[src/rtl/dcache_sb_drain.sv]
// -----------------------------------------------------------------------------
// dcache_sb_drain
//   Commit-side engine that retires the oldest store-buffer entry into the
//   dcache. Hits are written straight into the data/tag SRAMs through port 1.
//   Misses run an optional dirty-victim writeback followed by a line refill
//   over a simple memory bus. Uncached stores become a single bus write beat.
//
//   Optional build macro: DCACHE_DRAIN_PERF_EN adds saturating 32-bit
//   hit/miss/writeback event counters (hit_cnt_o, miss_cnt_o, wb_cnt_o).
//
// Ports
//   clk, rst_n            clock, asynchronous active-low reset
//   flush_i               pipeline flush (no effect: only committed stores)
//   sb_*_i                head store-buffer entry plus its M1 tag lookup
//   resp_data_i           port-1 data-SRAM read data, one cycle after address
//   req_*_o, fetch_sb_o   port-1 SRAM request and store-buffer pop
//   mem_*                 memory bus request / write beat / read beat channels
//                         (mem_rlast_i also acknowledges write completion)
//   busy_o                engine not idle
// -----------------------------------------------------------------------------
module dcache_sb_drain #(
  parameter int WAY_NUM    = 2,
  parameter int LINE_WORDS = 4,
  parameter int IDX_LOW    = 4
) (
  input  logic                  clk,
  input  logic                  rst_n,
  input  logic                  flush_i,
  input  logic                  sb_valid_i,
  input  logic [31:0]           sb_addr_i,
  input  logic [31:0]           sb_data_i,
  input  logic [3:0]            sb_strb_i,
  input  logic                  sb_uncached_i,
  input  logic [WAY_NUM-1:0]    sb_hit_i,
  input  logic [WAY_NUM-1:0]    sb_dirty_i,
  input  logic [WAY_NUM*20-1:0] sb_vtag_i,
  input  logic [32*WAY_NUM-1:0] resp_data_i,
  output logic [31:0]           req_addr_o,
  output logic [WAY_NUM-1:0]    req_way_o,
  output logic                  req_tag_we_o,
  output logic [21:0]           req_tag_o,
  output logic [3:0]            req_strb_o,
  output logic [31:0]           req_data_o,
  output logic                  fetch_sb_o,
  output logic                  mem_req_valid_o,
  input  logic                  mem_req_ready_i,
  output logic                  mem_req_we_o,
  output logic [31:0]           mem_req_addr_o,
  output logic [1:0]            mem_req_len_o,
  output logic [31:0]           mem_wdata_o,
  output logic [3:0]            mem_wstrb_o,
  output logic                  mem_wvalid_o,
  input  logic                  mem_wready_i,
  input  logic                  mem_rvalid_i,
  input  logic [31:0]           mem_rdata_i,
  input  logic                  mem_rlast_i,
  output logic                  busy_o
`ifdef DCACHE_DRAIN_PERF_EN
  ,
  output logic [31:0]           hit_cnt_o,
  output logic [31:0]           miss_cnt_o,
  output logic [31:0]           wb_cnt_o
`endif
);

  localparam int WOFF_W   = $clog2(LINE_WORDS);
  localparam int LINE_LSB = WOFF_W + 2;
  localparam int CNT_W    = WOFF_W + 1;
  localparam int VW       = (WAY_NUM > 1) ? $clog2(WAY_NUM) : 1;
  localparam logic [CNT_W-1:0] CNT_ONE  = CNT_W'(1);
  localparam logic [CNT_W-1:0] CNT_LAST = CNT_W'(LINE_WORDS - 1);
  localparam logic [CNT_W-1:0] CNT_LINE = CNT_W'(LINE_WORDS);
  localparam logic [VW-1:0]    WAY_LAST = VW'(WAY_NUM - 1);

  typedef enum logic [3:0] {
    IDLE, HIT_WR, WB_RD, WB_REQ, WB_DATA, RF_REQ, RF_DATA, TAG_WR, UC_REQ, UC_WAIT
  } state_e;

  state_e           state_q, state_d;
  logic [CNT_W-1:0] cnt_q, cnt_d;        // word/beat counter, also UC "beat sent" flag
  logic [VW-1:0]    way_q, way_d;        // way being replaced for the current miss
  logic [VW-1:0]    victim_q, victim_d;  // round-robin replacement pointer

  logic [31:0]        wb_buf_q [LINE_WORDS];
  logic               buf_we;
  logic [WOFF_W-1:0]  buf_idx;

  logic [WAY_NUM-1:0] way_oh;
  logic [31:0]        line_base, word_addr, resp_word, merged_word;
  logic [19:0]        victim_tag;
  logic               w_fire;

  // Only committed stores live in the store buffer, so a flush never affects it.
  logic unused_flush;
  assign unused_flush = flush_i;

  assign line_base  = {sb_addr_i[31:LINE_LSB], {LINE_LSB{1'b0}}};
  assign word_addr  = {sb_addr_i[31:LINE_LSB], cnt_q[WOFF_W-1:0], 2'b00};
  assign resp_word  = resp_data_i[32*way_q +: 32];
  assign victim_tag = sb_vtag_i[20*way_q +: 20];
  assign busy_o     = (state_q != IDLE);

  always_comb begin
    way_oh         = '0;
    way_oh[way_q]  = 1'b1;
  end

  // Refill beat with the pending store's bytes overlaid.
  always_comb begin
    merged_word = mem_rdata_i;
    for (int b = 0; b < 4; b++) begin
      if (sb_strb_i[b]) merged_word[8*b +: 8] = sb_data_i[8*b +: 8];
    end
  end

  // NOTE: every output and _d signal gets a default before the case so that no
  // path through the FSM leaves a value unassigned and infers a latch.
  always_comb begin
    state_d         = state_q;
    cnt_d           = cnt_q;
    way_d           = way_q;
    victim_d        = victim_q;
    buf_we          = 1'b0;
    buf_idx         = WOFF_W'(cnt_q - CNT_ONE);
    w_fire          = 1'b0;
    req_addr_o      = '0;
    req_way_o       = '0;
    req_tag_we_o    = 1'b0;
    req_tag_o       = '0;
    req_strb_o      = '0;
    req_data_o      = '0;
    fetch_sb_o      = 1'b0;
    mem_req_valid_o = 1'b0;
    mem_req_we_o    = 1'b0;
    mem_req_addr_o  = '0;
    mem_req_len_o   = '0;
    mem_wdata_o     = '0;
    mem_wstrb_o     = '0;
    mem_wvalid_o    = 1'b0;

    unique case (state_q)
      IDLE: begin
        cnt_d = '0;
        if (sb_valid_i) begin
          if (sb_uncached_i) begin
            state_d = UC_REQ;
          end else if (|sb_hit_i) begin
            state_d = HIT_WR;
          end else begin
            way_d   = victim_q;
            state_d = sb_dirty_i[victim_q] ? WB_RD : RF_REQ;
          end
        end
      end

      HIT_WR: begin
        req_addr_o   = sb_addr_i;
        req_way_o    = sb_hit_i;
        req_strb_o   = sb_strb_i;
        req_data_o   = sb_data_i;
        req_tag_we_o = 1'b1;
        req_tag_o    = {sb_addr_i[31:12], 2'b11};
        fetch_sb_o   = 1'b1;
        state_d      = IDLE;
      end

      // Reads go out for cnt 0..LINE_WORDS-1; each word returns one cycle
      // later, so the capture trails the address by one and needs one extra cycle.
      WB_RD: begin
        if (cnt_q != CNT_LINE) begin
          req_addr_o = word_addr;
          req_way_o  = way_oh;
        end
        buf_we = (cnt_q != '0);
        cnt_d  = cnt_q + CNT_ONE;
        if (cnt_q == CNT_LINE) begin
          cnt_d   = '0;
          state_d = WB_REQ;
        end
      end

      WB_REQ: begin
        mem_req_valid_o = 1'b1;
        mem_req_we_o    = 1'b1;
        mem_req_addr_o  = {victim_tag, sb_addr_i[11:IDX_LOW], {IDX_LOW{1'b0}}};
        mem_req_len_o   = 2'(LINE_WORDS - 1);
        if (mem_req_ready_i) state_d = WB_DATA;
      end

      // After the last beat, the bus acknowledges completion with mem_rlast_i.
      WB_DATA: begin
        if (cnt_q != CNT_LINE) begin
          mem_wvalid_o = 1'b1;
          mem_wdata_o  = wb_buf_q[cnt_q[WOFF_W-1:0]];
          mem_wstrb_o  = 4'hF;
        end
        w_fire = mem_wvalid_o & mem_wready_i;
        if (w_fire) cnt_d = cnt_q + CNT_ONE;
        if (mem_rlast_i && ((cnt_q == CNT_LINE) || (w_fire && cnt_q == CNT_LAST))) begin
          cnt_d   = '0;
          state_d = RF_REQ;
        end
      end

      RF_REQ: begin
        mem_req_valid_o = 1'b1;
        mem_req_addr_o  = line_base;
        mem_req_len_o   = 2'(LINE_WORDS - 1);
        if (mem_req_ready_i) state_d = RF_DATA;
      end

      RF_DATA: begin
        if (mem_rvalid_i) begin
          req_addr_o = word_addr;
          req_way_o  = way_oh;
          req_strb_o = 4'hF;
          req_data_o = (cnt_q[WOFF_W-1:0] == sb_addr_i[LINE_LSB-1:2]) ? merged_word
                                                                       : mem_rdata_i;
          cnt_d      = cnt_q + CNT_ONE;
          if (mem_rlast_i) begin
            cnt_d   = '0;
            state_d = TAG_WR;
          end
        end
      end

      TAG_WR: begin
        req_addr_o   = line_base;
        req_way_o    = way_oh;
        req_tag_we_o = 1'b1;
        req_tag_o    = {sb_addr_i[31:12], 2'b11};
        fetch_sb_o   = 1'b1;
        victim_d     = (victim_q == WAY_LAST) ? '0 : victim_q + VW'(1);
        state_d      = IDLE;
      end

      UC_REQ: begin
        mem_req_valid_o = 1'b1;
        mem_req_we_o    = 1'b1;
        mem_req_addr_o  = sb_addr_i;
        if (mem_req_ready_i) state_d = UC_WAIT;
      end

      // cnt_q == 0: beat still pending; otherwise waiting for the acknowledge.
      UC_WAIT: begin
        if (cnt_q == '0) begin
          mem_wvalid_o = 1'b1;
          mem_wdata_o  = sb_data_i;
          mem_wstrb_o  = sb_strb_i;
        end
        w_fire = mem_wvalid_o & mem_wready_i;
        if (w_fire) cnt_d = CNT_ONE;
        if (mem_rlast_i && (cnt_q != '0 || w_fire)) begin
          fetch_sb_o = 1'b1;
          cnt_d      = '0;
          state_d    = IDLE;
        end
      end

      default: state_d = IDLE;
    endcase
  end

  // NOTE: sequential state uses non-blocking assignments so every flop samples
  // pre-edge values regardless of statement order.
  always_ff @(posedge clk or negedge rst_n) begin
    if (!rst_n) begin
      state_q  <= IDLE;
      cnt_q    <= '0;
      way_q    <= '0;
      victim_q <= '0;
    end else begin
      state_q  <= state_d;
      cnt_q    <= cnt_d;
      way_q    <= way_d;
      victim_q <= victim_d;
    end
  end

  // NOTE: the writeback buffer is plain storage without reset; every word is
  // written in WB_RD before WB_DATA can read it.
  always_ff @(posedge clk) begin
    if (buf_we) wb_buf_q[buf_idx] <= resp_word;
  end

`ifdef DCACHE_DRAIN_PERF_EN
  logic [31:0] hit_cnt_q, hit_cnt_d, miss_cnt_q, miss_cnt_d, wb_cnt_q, wb_cnt_d;

  function automatic logic [31:0] sat_inc(input logic [31:0] v, input logic en);
    return (en && v != 32'hFFFF_FFFF) ? v + 32'd1 : v;
  endfunction

  always_comb begin
    hit_cnt_d  = sat_inc(hit_cnt_q, state_q == HIT_WR);
    miss_cnt_d = sat_inc(miss_cnt_q, state_d == RF_REQ && state_q != RF_REQ);
    wb_cnt_d   = sat_inc(wb_cnt_q, state_d == WB_REQ && state_q != WB_REQ);
  end

  always_ff @(posedge clk or negedge rst_n) begin
    if (!rst_n) begin
      hit_cnt_q  <= '0;
      miss_cnt_q <= '0;
      wb_cnt_q   <= '0;
    end else begin
      hit_cnt_q  <= hit_cnt_d;
      miss_cnt_q <= miss_cnt_d;
      wb_cnt_q   <= wb_cnt_d;
    end
  end

  assign hit_cnt_o  = hit_cnt_q;
  assign miss_cnt_o = miss_cnt_q;
  assign wb_cnt_o   = wb_cnt_q;
`endif

endmodule

[config.mk]
export PLATFORM = sky130hd
export DESIGN_NAME = dcache_sb_drain
export DESIGN_NICKNAME = d
export VERILOG_FILES = /design/src/rtl/dcache_sb_drain.sv
export SDC_FILE = /design/constraint.sdc
export NUM_CORES = 1
export LEC_CHECK = 0
export ABC_AREA = 1
export CORE_MARGIN = 2
export CORE_UTILIZATION = 25
export DETAILED_ROUTE_END_ITERATION = 6
export SLEW_MARGIN = 0
export SYNTH_ARGS = -nofsm -noshare
export SYNTH_HDL_FRONTEND = slang
export SYNTH_SLANG_ARGS = --single-unit
[constraint.sdc]
create_clock -name clk -period 9.6 [get_ports clk]
set_clock_uncertainty 0.15 [all_clocks]
set_input_delay 1.92 -clock clk [delete_from_list [all_inputs] [get_ports clk]]
set_output_delay 1.92 -clock clk [all_outputs]
set_load 0.01 [all_outputs]
==> results of run 1 <==
==> flip-flops by register name, indices dropped and copies added, names as in the netlist <==
signal    flops
state_q       4
victim_q      1
cnt_q         3
way_q         1
wb_buf_q    128
==> Yosys cell counts (4+ instances only) <==
cell / instances / area share
buf_2: 7 / 0.0044
buf_4: 4 / 0.0038
buf_6: 7 / 0.0099
clkbuf_1: 29 / 0.014
dfrtp_1: 9 / 0.028
edfxtp_1: 128 / 0.48
ha_1: 5 / 0.0078
inv_1: 93 / 0.044
inv_2: 10 / 0.0047
nand2_1: 296 / 0.14
nand2_2: 5 / 0.0039
nand2_4: 4 / 0.0056
nand3_1: 16 / 0.010
nand3_2: 4 / 0.0050
nand4_1: 4 / 0.0031
nor2_1: 126 / 0.059
nor2_2: 24 / 0.019
nor2_4: 6 / 0.0085
o21ai_0: 149 / 0.093
o21ai_1: 16 / 0.010
o22ai_1: 34 / 0.027
==> path summary, 6_finish.rpt <==
path / endpoint / slack [ns] / depth (start not counted)
max: req_data_o[27] / 3.32 / 7
min: victim_q$_DFFE_PN0N_ / 0.34 / 1
max reg2reg: wb_buf_q[1][18]$_DFFE_PP_ / 6.83 / 7
min reg2reg: victim_q$_DFFE_PN0N_ / 0.34 / 1
max in group asynchronous: cnt_q[0]$_DFFE_PN0P_ / 7.29 / 1
min in group asynchronous: victim_q$_DFFE_PN0N_ / 1.68 / 1
==> logic make-up after synthesis <==
group | after synthesis
and+or+nand+nor | 489
adders and majority gates | 5
AOI/OAI and AO/OA | 204
DFF | 137
xor gates and xnor gates | 3
buffers and inverters | 154
==> metrics by stage <==
step,area [µm²],power (mW),utilization,cells
after floorplan,7980,1.60,-,992
after global routing,12700,3.22,0.405,1770
after CTS,12700,3.06,0.405,1770
after global placement,12200,2.41,0.386,1738
after detailed placement,12200,2.42,0.386,1738
final,12700,3.02,0.405,1771
==> layer usage <==
metal,share of wire,track usage
met1,0.44,0.218
met2,0.50,0.300
met3,0.041,0.0291
met4,0.016,0.0487
met5,0,0
==> critical path, delay by kind of cell <==
kind            cells  cell delay [ns]
buf+inv             2             0.99
compound gates      2             0.74
simple gates        2             0.38
xor+xnor            1             0.18
==> power groups by stage <==
stage | registers [mW] | logic, mW | clock network, mW
finish | 0.748 | 1.64 | 0.633
global route | 0.751 | 1.80 | 0.669
floorplan | 0.758 | 0.844 | 0
detailed placement | 0.761 | 1.66 | 0
global placement | 0.761 | 1.65 | 0
CTS | 0.748 | 1.67 | 0.648
==> cell type report <==
class | instances | area, µm² | share of cell area
Clock inverter | 14 | 146 | 0.0115
Multi-Input combinational cell | 701 | 3280 | 0.258
Sequential cell | 137 | 4070 | 0.320
Antenna cell | 1 | 2.50 | 0.000196
Tap cell | 402 | 503 | 0.0395
Timing Repair Buffer | 393 | 3910 | 0.307
Clock buffer | 18 | 429 | 0.0337
Inverter | 105 | 399 | 0.0313
==> impl_metrics.csv, run 1 <==
group,metric,value,unit
critical_path,startpoint,"sb_addr_i[3]",
routing,drtPass1Iterations,5,
clock_network,cts_tree,"done",
clock_network,numCtsBuffers,17,
power,power_leakage,5.01,nW
critical_path,path_cells,"clkdlybuf4s50_1 > xnor2_1 > nand2_1 > nor2_1 > a21oi_2 > o21ai_0 > clkdlybuf4s50_1",
floorplan,dieArea,33400,µm²
power,irDropWorstVdd,0.110,mV
place,dp_hpwl,20700,µm
floorplan,die_y,183,µm
flow_run,maxCapViolations,0,
global_route,grt_pass1_vias,7608,
global_route,grt.total_usage,0.172,
clock_network,cts_num_sinks,137,
finish,fin_nets,1577,
place,io_buffers,383,
routing,drc,0,
global_route,grt_pass1_wl,43900,µm
synthesis,synth_warnings,0,
routing,drt_iter0_drc,361,
synthesis,yosysSeqAreaShare,0.510,
routing,post_drt_wl_per_cell,16.5,µm
synthesis,synthXorXnorAreaFrac,0.00329,
place,place.gp.congestion,0.851,
clock_network,root_buffer,"clkbuf_16",
sta,period_needed,6.28,ns
floorplan,num_rows,65,
sta,hold_ws,0.343,ns
clock_network,htreeDepth,4,
global_route,grt_start_max_net_pins,70,
routing,routed_wl,29300,µm
status,outcome,"finished, final reports clean",
synthesis,ys_seq_elements,137,
routing,vias,7854,
floorplan,start_util,0.254,
synthesis,synth_cells,992,
finish,most-common-layout-cells,"383 x clkdlybuf4s50_1, 296 x nand2_1, 149 x o21ai_0, 128 x edfxtp_1, 123 x nor2_1",
sta,fin_ws,3.32,ns
clock_network,post_cts_resized,0,
finish,syn_to_final_growth,59.6,%
synthesis,yosys.area_share.adder,0.00784,
power,p_switching,1.21,mW
sta,maxSlewHeadroom,0.330,
finish,drive_gt1_frac,0.0775,
global_route,antenna_found_initial,0,
synthesis,synth_top_family_by_area,"simple AND/OR/NAND/NOR gates",
critical_path,end_kind,"output port",
critical_path,cp_max_fo,8,
clock_network,postCtsSetupBuffers,0,
synthesis,synth_top_flop_cell,"edfxtp_1",
synthesis,synth_compound_area_frac,0.135,
synthesis,async_reset_ff_frac,0.0657,
routing,detail-route-antenna-nets,0,
critical_path,cpMaxStageDelayCell,"a21oi_2",
synthesis,syn_avg_cell_area,8.05,µm²
sta,final.setup.tns,0,ns
power,switching_share,0.399,
worst_hold_path,hp-start,"victim_q$_DFFE_PN0N_",
critical_path,path_class,"input pin to output port",
worst_hold_path,hp-class,"register to register",
synthesis,syn_nets,1214,
critical_path,crit_path_start_kind,"input pin",
global_route,globalRouteOverflowTotal,0,
sta,finalSetupViolations,0,
sta,worstMarginPinSlew,1.00,ns
finish,nFillCells,3165,
power,p_clk_frac,0.209,
synthesis,yosys.area_share.simple,0.262,
power,p_comb_frac,0.543,
synthesis,synth.distinct_cells,31,
critical_path,required,7.53,ns
finish,layout.cells.most_common,"clkdlybuf4s50_1",
clock_network,path_clk_slew,0.06,ns
sta,max_freq,159,MHz
floorplan,ios,385,
synthesis,syn_area,7980,µm²
clock_network,worstSkewPairLatency,0.40,ns
place,dp_slack,3.25,ns
power,p_seq_frac,0.247,
power,intPower,1.82,mW
routing,vias_per_cell,4.43,
critical_path,crit_top_cell,"clkdlybuf4s50_1",
floorplan,fp.dieW,183,µm
power,power_density,237,nW/µm²
sta,grt_setup_unrepaired,"false",
sta,slew_violations,0,
critical_path,critPathArrivalTime,4.21,ns
sta,final_hold_viol_count,0,
critical_path,cp_slowest_stage_delay,0.54,ns
clock_network,cts.path.max_buffers,2,
sta,fin_crit_sh,0.654,
floorplan,core_area,31500,µm²
synthesis,synth-edff-count,128,
synthesis,yosys-mux-area-fraction,0,
critical_path,r2r_start,"cnt_q[0]$_DFFE_PN0P_",
clock_network,hold_buffers,0,
No activity file was read; power rests on OpenSTA's default activity.
==> inputs of run 2 (changes only) <==
==> constraint.sdc (replaced) <==
create_clock -name clk -period 6.25 [get_ports clk]
set_clock_uncertainty 0.15 [all_clocks]
set_input_delay 1.25 -clock clk [delete_from_list [all_inputs] [get_ports clk]]
set_output_delay 1.25 -clock clk [all_outputs]
set_load 0.01 [all_outputs]
==> run 2 against run 1 <==
Clock-buffer cell count unchanged. First-iteration DRC count increased by 24%. Cell area increased by 0.12%. Core utilization about the same. Largest cell class unchanged. Largest power group unchanged.
==> impl_metrics.csv, run 2 (synthesis results as in run 1) <==
group,metric,value,unit
sta,period_needed,5.33,ns
power,power_density,367,nW/µm²
place,dp_slack,1.22,ns
critical_path,rr_endpoint,"wb_buf_q[1][0]$_DFFE_PP_",
critical_path,crit_path_start_kind,"register",
clock_network,root_buffer,"clkbuf_16",
critical_path,required,4.85,ns
routing,post_drt_wl_per_cell,16.7,µm
global_route,antenna_found_initial,0,
critical_path,rrSetupSlack,3.11,ns
sta,fin_ws,0.919,ns
sta,grt_setup_unrepaired,"false",
floorplan,die_y,183,µm
clock_network,hold_buffers,0,
place,place_area,12200,µm²
sta,maxSlewHeadroom,0.238,
global_route,grt.total_usage,0.171,
place,dpl.cell_count,1737,
global_route,globalRouteOverflowTotal,0,
finish,most-common-layout-cells,"383 x clkdlybuf4s50_1, 296 x nand2_1, 149 x o21ai_0, 128 x edfxtp_1, 123 x nor2_1",
critical_path,cp_max_fo,37,
critical_path,r2r_start,"cnt_q[1]$_DFFE_PN0P_",
power,power_leakage,5.03,nW
floorplan,start_util,0.254,
worst_hold_path,hp-class,"register to register",
critical_path,path_cells,"buf_4 > inv_1 > buf_4 > ha_1 > nand2_1 > inv_1 > nor2_4 > inv_1 > o21ai_0 > clkdlybuf4s50_1",
clock_network,cts_num_sinks,137,
critical_path,cp_top_family,"buffers and inverters",
sta,final_hold_viol_count,0,
clock_network,postCtsSetupBuffers,0,
critical_path,cp_num_buf_inv,6,
routing,vias,7861,
sta,finalSetupViolations,0,
global_route,grt_start_max_net_pins,70,
finish,drive_gt1_frac,0.0783,
finish,antenna_cells,0,
global_route,grt_pass1_wl,43400,µm
finish,multi_input_area,3280,µm²
routing,drc,0,
sta,max_freq,188,MHz
finish,regArea,4070,µm²
floorplan,fp.dieW,183,µm
sta,slew_violations,0,
clock_network,worstSkewPairLatency,0.40,ns
finish,largest_register_ffs,128,
floorplan,ios,385,
critical_path,r2r_cells,7,
finish,largest_register,"wb_buf_q",
place,place.gp.congestion,0.836,
status,outcome,"finished, final reports clean",
power,irDropWorstVdd,0.156,mV
sta,worstMarginPinSlew,1.14,ns
critical_path,startpoint,"cnt_q[1]$_DFFE_PN0P_",
critical_path,critPathArrivalTime,3.93,ns
clock_network,cts.path.max_buffers,2,
sta,final.setup.tns,0,ns
finish,design_area,12800,µm²
routing,vias_per_cell,4.44,
clock_network,htreeDepth,4,
critical_path,end_kind,"output port",
critical_path,cp_slowest_stage_delay,0.79,ns
clock_network,path_clk_slew,0.06,ns
global_route,grt_pass1_vias,7473,
critical_path,cpMaxStageDelayCell,"nor2_4",
finish,layout.cells.most_common,"clkdlybuf4s50_1",
floorplan,dieArea,33400,µm²
clock_network,numCtsBuffers,17,
routing,routed_wl,29500,µm
sta,hold_ws,0.362,ns
clock_network,cts_tree,"done",
floorplan,core_area,31500,µm²
routing,drtPass1Iterations,5,
floorplan,num_rows,65,
sta,fin_crit_sh,0.853,
finish,syn_to_final_growth,59.8,%
critical_path,path_class,"register to output port",
finish,nFillCells,3105,
critical_path,crit_cells,10,
clock_network,post_cts_resized,0,
place,io_buffers,383,
finish,top_regs,"wb_buf_q x128, state_q x4, cnt_q x3",
critical_path,crit_top_cell,"inv_1",
place,dp_hpwl,21200,µm
finish,fin_nets,1576,
critical_path,critical_path.endpoint,"mem_wstrb_o[3]",
flow_run,maxCapViolations,0,
finish,final_cells,1769,
routing,drt_iter0_drc,448,
routing,detail-route-antenna-nets,0,
## run 2: layer usage
metal,share of wire,vias up,GRT usage
met1,0.44,3645,0.217
met3,0.041,31,0.0311
met4,0.018,0,0.0513
met5,0,-,0
met2,0.51,206,0.298
li1,-,3979,-
## run 2: worst min path at each step
| stage | start | endpoint | depth (start not counted) |
|---|---|---|---|
| finish | victim_q$_DFFE_PN0N_ | victim_q$_DFFE_PN0N_ | 1 |
| global route | victim_q$_DFFE_PN0N_ | victim_q$_DFFE_PN0N_ | 1 |
| CTS | victim_q$_DFFE_PN0N_ | victim_q$_DFFE_PN0N_ | 1 |
| detailed placement | cnt_q[2]$_DFFE_PN0P_ | cnt_q[2]$_DFFE_PN0P_ | 2 |
| global placement | victim_q$_DFFE_PN0N_ | victim_q$_DFFE_PN0N_ | 1 |
| floorplan | victim_q$_DFFE_PN0N_ | victim_q$_DFFE_PN0N_ | 1 |
## run 2: cell type report
type                    instances  area share
flip-flops and latches        137       0.319
well taps                     402      0.0394
repair buffers                392       0.306
multi-input cells             701       0.257
clock buffers                  18      0.0336
inverters                     105      0.0313
clock inverters                14      0.0134
## run 2: report_power, final
part	leakage, nW	switching [mW]	internal, mW
Clock	0.294	0.380	0.631
Sequential	1.27	0.0314	1.12
Combinational	3.46	1.44	1.08
Total	5.03	1.86	2.83
## run 2: through the flow
step / util / power [mW]
after detailed placement: 0.386 / 3.72
after global placement: 0.386 / 3.70
after global routing: 0.405 / 4.98
after floorplan: - / 2.46
after CTS: 0.405 / 4.74
final: 0.405 / 4.69
